## config.mk

```make
export PLATFORM = sky130hd
export DESIGN_NAME = mac_row_sched
export DESIGN_NICKNAME = d
export VERILOG_FILES = /design/src/rtl/mac_row_sched.sv
export SDC_FILE = /design/constraint.sdc
export NUM_CORES = 1
export LEC_CHECK = 0
export ABC_AREA = 1
export CORE_MARGIN = 2
export CORE_UTILIZATION = 34
export DETAILED_ROUTE_END_ITERATION = 7
export MAX_ROUTING_LAYER = met4
export SKIP_LAST_GASP = 1
export SLEW_MARGIN = 20
export SYNTH_ARGS = -nofsm -noshare
export SYNTH_HDL_FRONTEND = slang
export SYNTH_SLANG_ARGS = --single-unit
```

## constraint.sdc

```tcl
create_clock -name clk -period 2.8 [get_ports clk]
set_clock_uncertainty 0.2 [all_clocks]
set_input_delay 0.42 -clock clk [delete_from_list [all_inputs] [get_ports clk]]
set_output_delay 0.42 -clock clk [all_outputs]
set_load 0.01 [all_outputs]
```

## src/rtl/mac_row_sched.sv

```systemverilog
// Row-stationary MAC sequencer: latches a tile config, starts the MAC and paces
// paired weight/IA row reads and IA-only streaming reads from the MAC's need requests.
module mac_row_sched #(
  parameter int unsigned IA_ROW_MEM_ADDR     = 7,
  parameter int unsigned WEIGHT_ROW_MEM_ADDR = 8
) (
  input  logic                           clk,
  input  logic                           resetn,
  input  logic                           start,
  input  logic [2:0]                     K,
  input  logic [5:0]                     IMG_W,
  input  logic [7:0]                     OC,
  input  logic [2:0]                     STRIDE,
  output logic                           busy,
  output logic                           done,
  output logic                           cfg_err,
  output logic                           mac_start,
  input  logic                           mac_done,
  input  logic                           ia_need,
  input  logic                           weight_need,
  output logic                           ia_row_mem_en,
  output logic [IA_ROW_MEM_ADDR-1:0]     ia_row_mem_addr,
  output logic                           weight_row_mem_en,
  output logic [WEIGHT_ROW_MEM_ADDR-1:0] weight_row_mem_addr,
  output logic [7:0]                     cur_oc
);

  typedef enum logic [2:0] {
    StIdle, StWLoad, StIaStream, StOcNext, StWaitMac, StFin
  } state_e;

  state_e state_q, state_d;

  logic [2:0] k_cfg_q, k_cfg_d;
  logic [5:0] img_w_q, img_w_d;
  logic [7:0] oc_cfg_q, oc_cfg_d;
  logic [2:0] stride_q, stride_d;
  logic [7:0] oc_q, oc_d;
  logic [2:0] k_q, k_d;
  logic [6:0] ia_ptr_q, ia_ptr_d;
  logic [6:0] col_end_q, col_end_d;
  logic [1:0] guard_q, guard_d;

  logic                           busy_q, busy_d;
  logic                           done_q, done_d;
  logic                           cfg_err_q, cfg_err_d;
  logic                           mac_start_q, mac_start_d;
  logic                           ia_en_q, ia_en_d;
  logic                           w_en_q, w_en_d;
  logic [IA_ROW_MEM_ADDR-1:0]     ia_addr_q, ia_addr_d;
  logic [WEIGHT_ROW_MEM_ADDR-1:0] w_addr_q, w_addr_d;

  logic       cfg_legal;
  logic       last_k;
  logic       last_oc;
  logic       at_col_end;
  logic       can_step;
  logic [6:0] col_next;
  logic [7:0] w_addr_calc;

  assign cfg_legal = (K != 3'd0) && (K <= 3'd3) && (IMG_W >= {3'b000, K}) &&
                     (OC != 8'd0) && (OC <= 8'd64) && (STRIDE != 3'd0);

  assign last_k      = (k_q == k_cfg_q - 3'd1);
  assign last_oc     = (oc_q == oc_cfg_q - 8'd1);
  assign at_col_end  = (ia_ptr_q == col_end_q);
  // col_end + STRIDE <= IMG_W - 1, written without the subtraction
  assign col_next    = col_end_q + {4'b0000, stride_q};
  assign can_step    = (col_next < {1'b0, img_w_q});
  assign w_addr_calc = oc_q * {5'b00000, k_cfg_q} + {5'b00000, k_q};

  always_ff @(posedge clk or negedge resetn) begin
    if (!resetn) begin
      state_q <= StIdle;
    end else begin
      state_q <= state_d;
    end
  end

  always_comb begin
    state_d = state_q;
    unique case (state_q)
      StIdle:     if (start && cfg_legal) state_d = StWLoad;
      StWLoad:    if (weight_need && last_k) state_d = can_step ? StIaStream : StOcNext;
      StIaStream: if (ia_need && at_col_end) state_d = can_step ? StIaStream : StOcNext;
      StOcNext:   state_d = last_oc ? StWaitMac : StWLoad;
      // mac_done is stale for the first two cycles after mac_start
      StWaitMac:  if (mac_done && (guard_q == 2'd3)) state_d = StFin;
      StFin:      state_d = StIdle;
      default:    state_d = StIdle;
    endcase
  end

  always_comb begin
    k_cfg_d     = k_cfg_q;
    img_w_d     = img_w_q;
    oc_cfg_d    = oc_cfg_q;
    stride_d    = stride_q;
    oc_d        = oc_q;
    k_d         = k_q;
    ia_ptr_d    = ia_ptr_q;
    col_end_d   = col_end_q;
    guard_d     = (guard_q == 2'd3) ? guard_q : guard_q + 2'd1;
    cfg_err_d   = 1'b0;
    mac_start_d = 1'b0;
    ia_en_d     = 1'b0;
    w_en_d      = 1'b0;
    ia_addr_d   = ia_addr_q;
    w_addr_d    = w_addr_q;
    busy_d      = (state_d != StIdle) && (state_d != StFin);
    done_d      = (state_d == StFin);

    unique case (state_q)
      StIdle: begin
        if (start && cfg_legal) begin
          k_cfg_d     = K;
          img_w_d     = IMG_W;
          oc_cfg_d    = OC;
          stride_d    = STRIDE;
          oc_d        = 8'd0;
          k_d         = 3'd0;
          ia_ptr_d    = 7'd0;
          col_end_d   = {4'b0000, K} - 7'd1;
          guard_d     = 2'd0;
          mac_start_d = 1'b1;
        end else if (start) begin
          cfg_err_d = 1'b1;
        end
      end
      StWLoad: begin
        if (weight_need) begin
          ia_en_d   = 1'b1;
          w_en_d    = 1'b1;
          ia_addr_d = IA_ROW_MEM_ADDR'(ia_ptr_q);
          w_addr_d  = WEIGHT_ROW_MEM_ADDR'(w_addr_calc);
          k_d       = k_q + 3'd1;
          ia_ptr_d  = ia_ptr_q + 7'd1;
          if (last_k && can_step) col_end_d = col_next;
        end
      end
      StIaStream: begin
        if (ia_need) begin
          ia_en_d   = 1'b1;
          ia_addr_d = IA_ROW_MEM_ADDR'(ia_ptr_q);
          ia_ptr_d  = ia_ptr_q + 7'd1;
          if (at_col_end && can_step) col_end_d = col_next;
        end
      end
      StOcNext: begin
        if (!last_oc) begin
          oc_d      = oc_q + 8'd1;
          k_d       = 3'd0;
          ia_ptr_d  = 7'd0;
          col_end_d = {4'b0000, k_cfg_q} - 7'd1;
        end
      end
      StWaitMac, StFin: ;
      default: ;
    endcase
  end

  always_ff @(posedge clk or negedge resetn) begin
    if (!resetn) begin
      k_cfg_q     <= '0;
      img_w_q     <= '0;
      oc_cfg_q    <= '0;
      stride_q    <= '0;
      oc_q        <= '0;
      k_q         <= '0;
      ia_ptr_q    <= '0;
      col_end_q   <= '0;
      guard_q     <= '0;
      busy_q      <= 1'b0;
      done_q      <= 1'b0;
      cfg_err_q   <= 1'b0;
      mac_start_q <= 1'b0;
      ia_en_q     <= 1'b0;
      w_en_q      <= 1'b0;
      ia_addr_q   <= '0;
      w_addr_q    <= '0;
    end else begin
      k_cfg_q     <= k_cfg_d;
      img_w_q     <= img_w_d;
      oc_cfg_q    <= oc_cfg_d;
      stride_q    <= stride_d;
      oc_q        <= oc_d;
      k_q         <= k_d;
      ia_ptr_q    <= ia_ptr_d;
      col_end_q   <= col_end_d;
      guard_q     <= guard_d;
      busy_q      <= busy_d;
      done_q      <= done_d;
      cfg_err_q   <= cfg_err_d;
      mac_start_q <= mac_start_d;
      ia_en_q     <= ia_en_d;
      w_en_q      <= w_en_d;
      ia_addr_q   <= ia_addr_d;
      w_addr_q    <= w_addr_d;
    end
  end

  assign busy                = busy_q;
  assign done                = done_q;
  assign cfg_err             = cfg_err_q;
  assign mac_start           = mac_start_q;
  assign ia_row_mem_en       = ia_en_q;
  assign ia_row_mem_addr     = ia_addr_q;
  assign weight_row_mem_en   = w_en_q;
  assign weight_row_mem_addr = w_addr_q;
  assign cur_oc              = oc_q;

endmodule

```

== Word-level counts from Yosys, hierarchy flattened ==
Cells that the tools add are included.
Word-level totals
  register bits after elaboration: 71
  output and inout bits: 29
  input port bits: 26
  logic and storage cells: 118
Cells by class
  reduce and logical (&&, ||, !) cells: 28
  magnitude comparators: 4
  muxes and demuxes: 41
  multipliers: 1
  add/sub/neg operators: 10
  equality and inequality tests: 16
Operators with widths (number)
  7-bit 2-to-1 mux: 12
  7-bit one-hot mux with 4 select lines: 2
  3-bit 2-to-1 mux: 8
  8-bit 2-to-1 mux: 2
  8-bit one-hot mux with 2 select lines: 1
  3-bit one-hot mux with 5 select lines: 1
  7-bit one-hot mux with 2 select lines: 1
  1-bit logical AND: 12
  2-bit inequality test (second input constant): 6
  3-bit nonzero test: 4
  1-bit 2-to-1 mux: 9
  3-bit one-hot mux with 3 select lines: 1
  8-bit by 1-bit adder with 8-bit output (second input constant): 1
  8-bit by 3-bit adder with 8-bit output: 1
  8-bit == test: 1
  8-bit by 7-bit <= comparator with 1-bit output (second input constant): 1
  8-bit by 3-bit multiplier with 8-bit output: 1
  8-bit nonzero test: 1
  3-bit by 1-bit subtractor with 4-bit output (second input constant): 2
  8-bit by 1-bit subtractor with 8-bit output (second input constant): 1
  7-bit by 1-bit adder with 7-bit output (second input constant): 1
  7-bit by 3-bit adder with 7-bit output: 1
  7-bit == test: 1
  7-bit by 6-bit less-than comparator with 1-bit output: 1
  other kinds (21): 28

== Depth between registers and ports, before layout ==
  depth in word-level cells: 11
  depth in mapped cells: 20
  depth with buffers taken out: 20

== Worst setup path before layout ==
No wires, ideal clock.
  path kind: reg-to-reg
  from: reg k_cfg_q[1]
  to: reg w_addr_q[6], in the netlist weight_row_mem_addr[6]
  data arrival time: 2.745 ns
  cell stages (with the launch flop): 16
  buffers on the path: 1
  required time: 2.483 ns
  slack: -0.262 ns
  cells stage by stage: dfrtp_1 > clkbuf_1 > nand2_1 > fa_1 > fa_1 > inv_1 > ha_1 > nand3_1 > nand2_1 > nand2_1 > inv_1 > o21ai_0 > nand2_1 > or2_2 > nand3_1 > nand2_1
On the way
  word-level cells in the longest chain between the ends: 2
Ends and longest elaborated chain
  start, declared: RTL line 34  | logic [2:0] k_cfg_q, k_cfg_d;
  start signal, assigned: RTL line 182  | k_cfg_q <= k_cfg_d;
  8-bit by 3-bit multiplier with 8-bit output: RTL line 70  | assign w_addr_calc = oc_q * {5'b00000, k_cfg_q} + {5'b00000, k_q};
  8-bit by 3-bit adder with 8-bit output: RTL line 70
  end signal, assigned: RTL line 198  | w_addr_q <= w_addr_d;
  end, declared: RTL line 51  | logic [WEIGHT_ROW_MEM_ADDR-1:0] w_addr_q, w_addr_d;
Every way passes these cells.
A chain may end at the register's enable or synchronous reset.

== Final worst setup path ==
  from: reg stride_q[2]
  to: reg col_end_q[6]
On the way
  word-level cells in the longest chain between the ends: 5
Ends and longest elaborated chain
  start, declared: RTL line 37  | logic [2:0] stride_q, stride_d;
  start signal, assigned: RTL line 185  | stride_q <= stride_d;
  7-bit by 3-bit adder with 7-bit output *: RTL line 68  | assign col_next = col_end_q + {4'b0000, stride_q};
  7-bit by 6-bit less-than comparator with 1-bit output: RTL line 69  | assign can_step = (col_next < {1'b0, img_w_q});
  1-bit logical AND, on equally long branches: RTL line 146, 138
  2-bit inequality test (no source line)
  7-bit AND reduction (no source line)
  end signal, assigned: RTL line 189  | col_end_q <= col_end_d;
  end, declared: RTL line 41  | logic [6:0] col_end_q, col_end_d;
Mark *: on every way between the ends. The rest lies on a longest branch, timed or not. The select of a mux whose other input is x is not followed.

==> impl_metrics.py <==
metrics = {
    "clock_tree": {
        "cts.reportedPaths.clkPinSlew_ps": 60,
        "clk_root_buffer_cell": "sky130_fd_sc_hd__clkbuf_16",
        "max-clock-path-buffers": 2,
        "cts_tree": "built",
        "cts_num_sinks": 71,
        "latest_clock_arrival_within_the_worst_skew_pair_ps": 340,
        "cts-buffers-inserted": 9,
        "cts-htree-levels": 3,
    },
    "grt": {
        "pin_count_of_the_biggest_net_entering_global_routing": 51,
        "antenna_found_initial": 0,
        "grt_pass1_vias": 4164,
        "grt_pass1_wl_mm": 19.6,
        "groute.usage.overall_pct": 16.9,
        "globalRouteOverflowTotal": 0,
    },
    "setup_path": {
        "r2r_start": "stride_q[2]$_DFFE_PN0P_",
        "largest_delay_share_family_worst_path": "simple AND/OR/NAND/NOR gates",
        "cp_common_cell": "sky130_fd_sc_hd__nand2_1",
        "r2r_setup_slack_ps": -120,
        "end_kind": "register",
        "reg2reg_to": "col_end_q[6]$_DFFE_PN0P_",
        "rr_worst_depth": 16,
        "cp_slowest_stage_delay_ps": 390,
        "worst_path_max_delay_cell": "sky130_fd_sc_hd__dfrtp_1",
        "path_depth": 16,
        "crit_start": "stride_q[2]$_DFFE_PN0P_",
        "timing.critical_path.cells": "ha_1 > a21oi_1 > nand2_1 > nand2_1 > nor2_1 > xor2_1 > ha_1 > and3_1 > a21oi_2 > nand3_1 > nand2_1 > nand2_2 > nor2_4 > nand3_4 > nand2_1 > nand2_1",
        "setup.worst_path.end": "col_end_q[6]$_DFFE_PN0P_",
        "critical_path.startpoint_type": "register",
        "arrival_ps": 2960,
        "timing_worst_setup_path_type": "register to register",
        "crit_buf_inv": 0,
        "critical_path.max_fanout": 7,
        "worst-endpoint-required_ps": 2840,
    },
    "route": {
        "final_antenna_net_count": 0,
        "vias_per_cell": 4.55,
        "detail_route.wl_per_cell_microns": 12.4,
        "drt_first_pass_iters": 5,
        "initialDrtViolationCount": 255,
        "route.detailed.drc": 0,
        "routed_wirelength_mm": 11.6,
        "via_count": 4260,
    },
    "floorplanning": {
        "initial_core_utilization_pct": 34.9,
        "fp.dieW_microns": 124,
        "floorplan.rows": 43,
        "io_count": 55,
        "chipHeight_microns": 124,
        "coreArea_sq_um": 13900,
        "floorplan_die_area_sq_um": 15300,
    },
    "power_and_ir_drop": {
        "power_w": 0.00572,
        "power_density_nw_per_um2": 896,
        "peak_supply_drop_mv": 0.451,
        "leakagePower_nw": 3.27,
    },
    "sta": {
        "period_utilization_pct": 104,
        "layout_min_cycle_time_ps": 2920,
        "worst_rel_slew_slack_pct": 62.7,
        "timing_hold_violations_final": 0,
        "pin_slew_with_the_least_headroom_to_its_limit_ps": 559,
        "timing.final.max_slew_violations": 0,
        "setup_slack_ps": -124,
        "rsz_0062_raised_after_global_routing": "yes",
        "fmaxAchievable_mhz": 342,
        "report.final.setup_viol": 9,
    },
    "yosys": {
        "synth.top_cells.by_count": "sky130_fd_sc_hd__nand2_1, sky130_fd_sc_hd__inv_1, sky130_fd_sc_hd__dfrtp_1",
        "post-synth-top-area-cell": "sky130_fd_sc_hd__dfrtp_1",
        "ys.warnings.count": 0,
        "ys_top_cells_by_area": "sky130_fd_sc_hd__dfrtp_1, sky130_fd_sc_hd__nand2_1, sky130_fd_sc_hd__ha_1, sky130_fd_sc_hd__inv_1, sky130_fd_sc_hd__nand3_1",
        "mappedNetlistNets": 720,
        "synth_enable_flop_cells": 0,
        "ys_seq_area_share_pct": 36.6,
        "ys_seq_elements": 71,
        "post-synth-top-area-fraction_pct": 36.6,
        "async_flop_share_pct": 100,
        "netlist_area_sq_um": 4860,
        "average_cell_area_after_synthesis_sq_um": 7.43,
        "yosysMostFrequentCell": "sky130_fd_sc_hd__nand2_1",
        "ys_types": 38,
        "postSynthCellCount": 654,
        "synth_flop_cell": "sky130_fd_sc_hd__dfrtp_1",
    },
    "place": {
        "dpl.cell_count": 912,
        "io_buffer_count": 54,
        "hpwl_mm": 9.03,
        "routabilityCongestion": 0.893,
        "dpl-instance-area_sq_um": 5930,
    },
    "run": {
        "timing.max_cap.violations": 0,
    },
    "final_layout": {
        "final_util_pct": 45.9,
        "count_of_placed_standard_cells_in_the_final_layout_fillers_left_out": 937,
        "final_area_sq_um": 6390,
        "flow.area_growth_from_synthesis_pct": 31.5,
        "nets": 819,
        "number_of_diodes": 0,
        "layout_cell_share_with_drive_strength_beyond_1_pct": 17.4,
    },
    "run_status": {
        "violations": "negative setup slack",
        "status": "finished with violations",
    },
    "worst_hold_path": {
        "min_path_type": "register to register",
    },
}
## logic make-up (layout without fill, tap and decap cells)
family          Yosys count  count (layout)  share of synthesized area [%]
buf+inv                 115             218                           9.50
simple gates            339             339                           30.2
xor+xnor                 26              26                           4.68
compound gates           63              63                           7.57
fa+ha+maj                40              40                           11.5
flops                    71              71                           36.6
## power by group
| group | switching [W] | internal [W] |
|---|---|---|
| Sequential | 0.000311 | 0.00135 |
| Clock | 0.000442 | 0.000732 |
| Combinational | 0.00158 | 0.00132 |
| Total | 0.00233 | 0.00339 |
## cell type report
type	instances	area (sq um)
Clock inverter	3	42.5
Timing Repair Buffer	105	957
Sequential cell	71	1780
Multi-Input combinational cell	468	2760
Tap cell	180	225
Fill cell	1342	7540
Clock buffer	12	256
Inverter	98	368
## through the flow
step	hold WS (ps)	setup TNS, ps	setup WS [ps]
2_1_floorplan	-75.6	-157	-19.8
5_1_grt	302	-3130	-368
6_report	274	-841	-124
4_1_cts	278	-863	-112
3_3_place_gp	235	-896	-124
3_5_place_dp	244	-1140	-147
## what timing repair did
action | CTS | global route
pin swaps | 9 | 11
setup endpoints to repair | 10 | 13
hold buffers | 1 | 0
buffers inserted | 7 | 4
gates cloned | 0 | 0
endpoints found under the hold margin | 21 | 0
gates resized for setup | 5 | 17
## worst register-to-register path, stage by stage (launching register included)
cell                      delay (ps)
sky130_fd_sc_hd__dfrtp_1         390
sky130_fd_sc_hd__ha_1            340
sky130_fd_sc_hd__a21oi_1         200
sky130_fd_sc_hd__nand2_1          70
sky130_fd_sc_hd__nand2_1          90
sky130_fd_sc_hd__nor2_1           60
sky130_fd_sc_hd__xor2_1          200
sky130_fd_sc_hd__ha_1            280
sky130_fd_sc_hd__and3_1          160
sky130_fd_sc_hd__a21oi_2         170
sky130_fd_sc_hd__nand3_1          90
sky130_fd_sc_hd__nand2_1         100
sky130_fd_sc_hd__nand2_2          70
sky130_fd_sc_hd__nor2_4          130
sky130_fd_sc_hd__nand3_4         130
sky130_fd_sc_hd__nand2_1         100
sky130_fd_sc_hd__nand2_1          50
## sequential cells by signal (all words and copies together), names as in the netlist, 2 cells and up
register,count
cur_oc,8
oc_cfg_q,8
weight_row_mem_addr,8
col_end_q,7
ia_ptr_q,7
ia_row_mem_addr,7
img_w_q,6
k_cfg_q,3
k_q,3
state_q,3
stride_q,3
guard_q,2
## cells in the final DEF (no fill, tap or decap), types with 2 or more instances in the layout
master | synthesis | layout
sky130_fd_sc_hd__a21oi_2 | 1 | 4
sky130_fd_sc_hd__buf_12 | 0 | 2
sky130_fd_sc_hd__nand2_2 | 3 | 11
sky130_fd_sc_hd__xnor2_1 | 13 | 13
sky130_fd_sc_hd__buf_4 | 2 | 45
sky130_fd_sc_hd__dfrtp_2 | 0 | 4
sky130_fd_sc_hd__o21ai_0 | 34 | 33
sky130_fd_sc_hd__o21ai_1 | 5 | 6
sky130_fd_sc_hd__fa_1 | 8 | 6
sky130_fd_sc_hd__clkdlybuf4s50_1 | 0 | 53
sky130_fd_sc_hd__inv_1 | 95 | 91
sky130_fd_sc_hd__nand3_2 | 2 | 7
sky130_fd_sc_hd__nand3_4 | 2 | 2
sky130_fd_sc_hd__buf_6 | 0 | 3
sky130_fd_sc_hd__clkbuf_16 | 0 | 9
sky130_fd_sc_hd__xor2_1 | 13 | 12
sky130_fd_sc_hd__nor2_2 | 5 | 6
sky130_fd_sc_hd__nor2_4 | 4 | 5
sky130_fd_sc_hd__nand3_1 | 47 | 42
sky130_fd_sc_hd__ha_1 | 32 | 27
sky130_fd_sc_hd__o21ai_2 | 6 | 6
sky130_fd_sc_hd__a21oi_1 | 9 | 6
sky130_fd_sc_hd__nand2_1 | 218 | 210
sky130_fd_sc_hd__ha_4 | 0 | 3
sky130_fd_sc_hd__nor2_1 | 40 | 38
sky130_fd_sc_hd__nand4_1 | 8 | 8
sky130_fd_sc_hd__and3_1 | 2 | 2
sky130_fd_sc_hd__clkbuf_8 | 0 | 2
sky130_fd_sc_hd__fa_2 | 0 | 2
sky130_fd_sc_hd__ha_2 | 0 | 2
sky130_fd_sc_hd__dfrtp_1 | 71 | 67
sky130_fd_sc_hd__o211ai_1 | 3 | 3
sky130_fd_sc_hd__or2_2 | 4 | 3
sky130_fd_sc_hd__inv_2 | 3 | 7
## worst min path at each step
| stage | from | cells past startpoint | slack [ps] | to |
|---|---|---|---|---|
| final | ia_row_mem_addr[2]$_DFFE_PN0P_ | 2 | 270 | ia_row_mem_addr[2]$_DFFE_PN0P_ |
| after global routing | weight_row_mem_addr[2]$_DFFE_PN0P_ | 2 | 300 | weight_row_mem_addr[2]$_DFFE_PN0P_ |
| after CTS | ia_row_mem_addr[2]$_DFFE_PN0P_ | 2 | 280 | ia_row_mem_addr[2]$_DFFE_PN0P_ |
| after detailed placement | resetn | 1 | 240 | ia_ptr_q[4]$_DFFE_PN0P_ |
| after global placement | resetn | 1 | 230 | ia_ptr_q[4]$_DFFE_PN0P_ |
| after floorplan | resetn | 0 | -80 | busy$_DFF_PN0_ |
## metal layers
metal  vias to the layer above  GRT usage (%)  part of all wire, %
li1                       2240              -                    -
met1                      1933           22.3                   49
met2                        73           26.4                   45
met3                        14           3.57                  4.0
met4                         0           4.76                  1.3
met5                         -              -                    0
(Power assumes the default switching activity.)
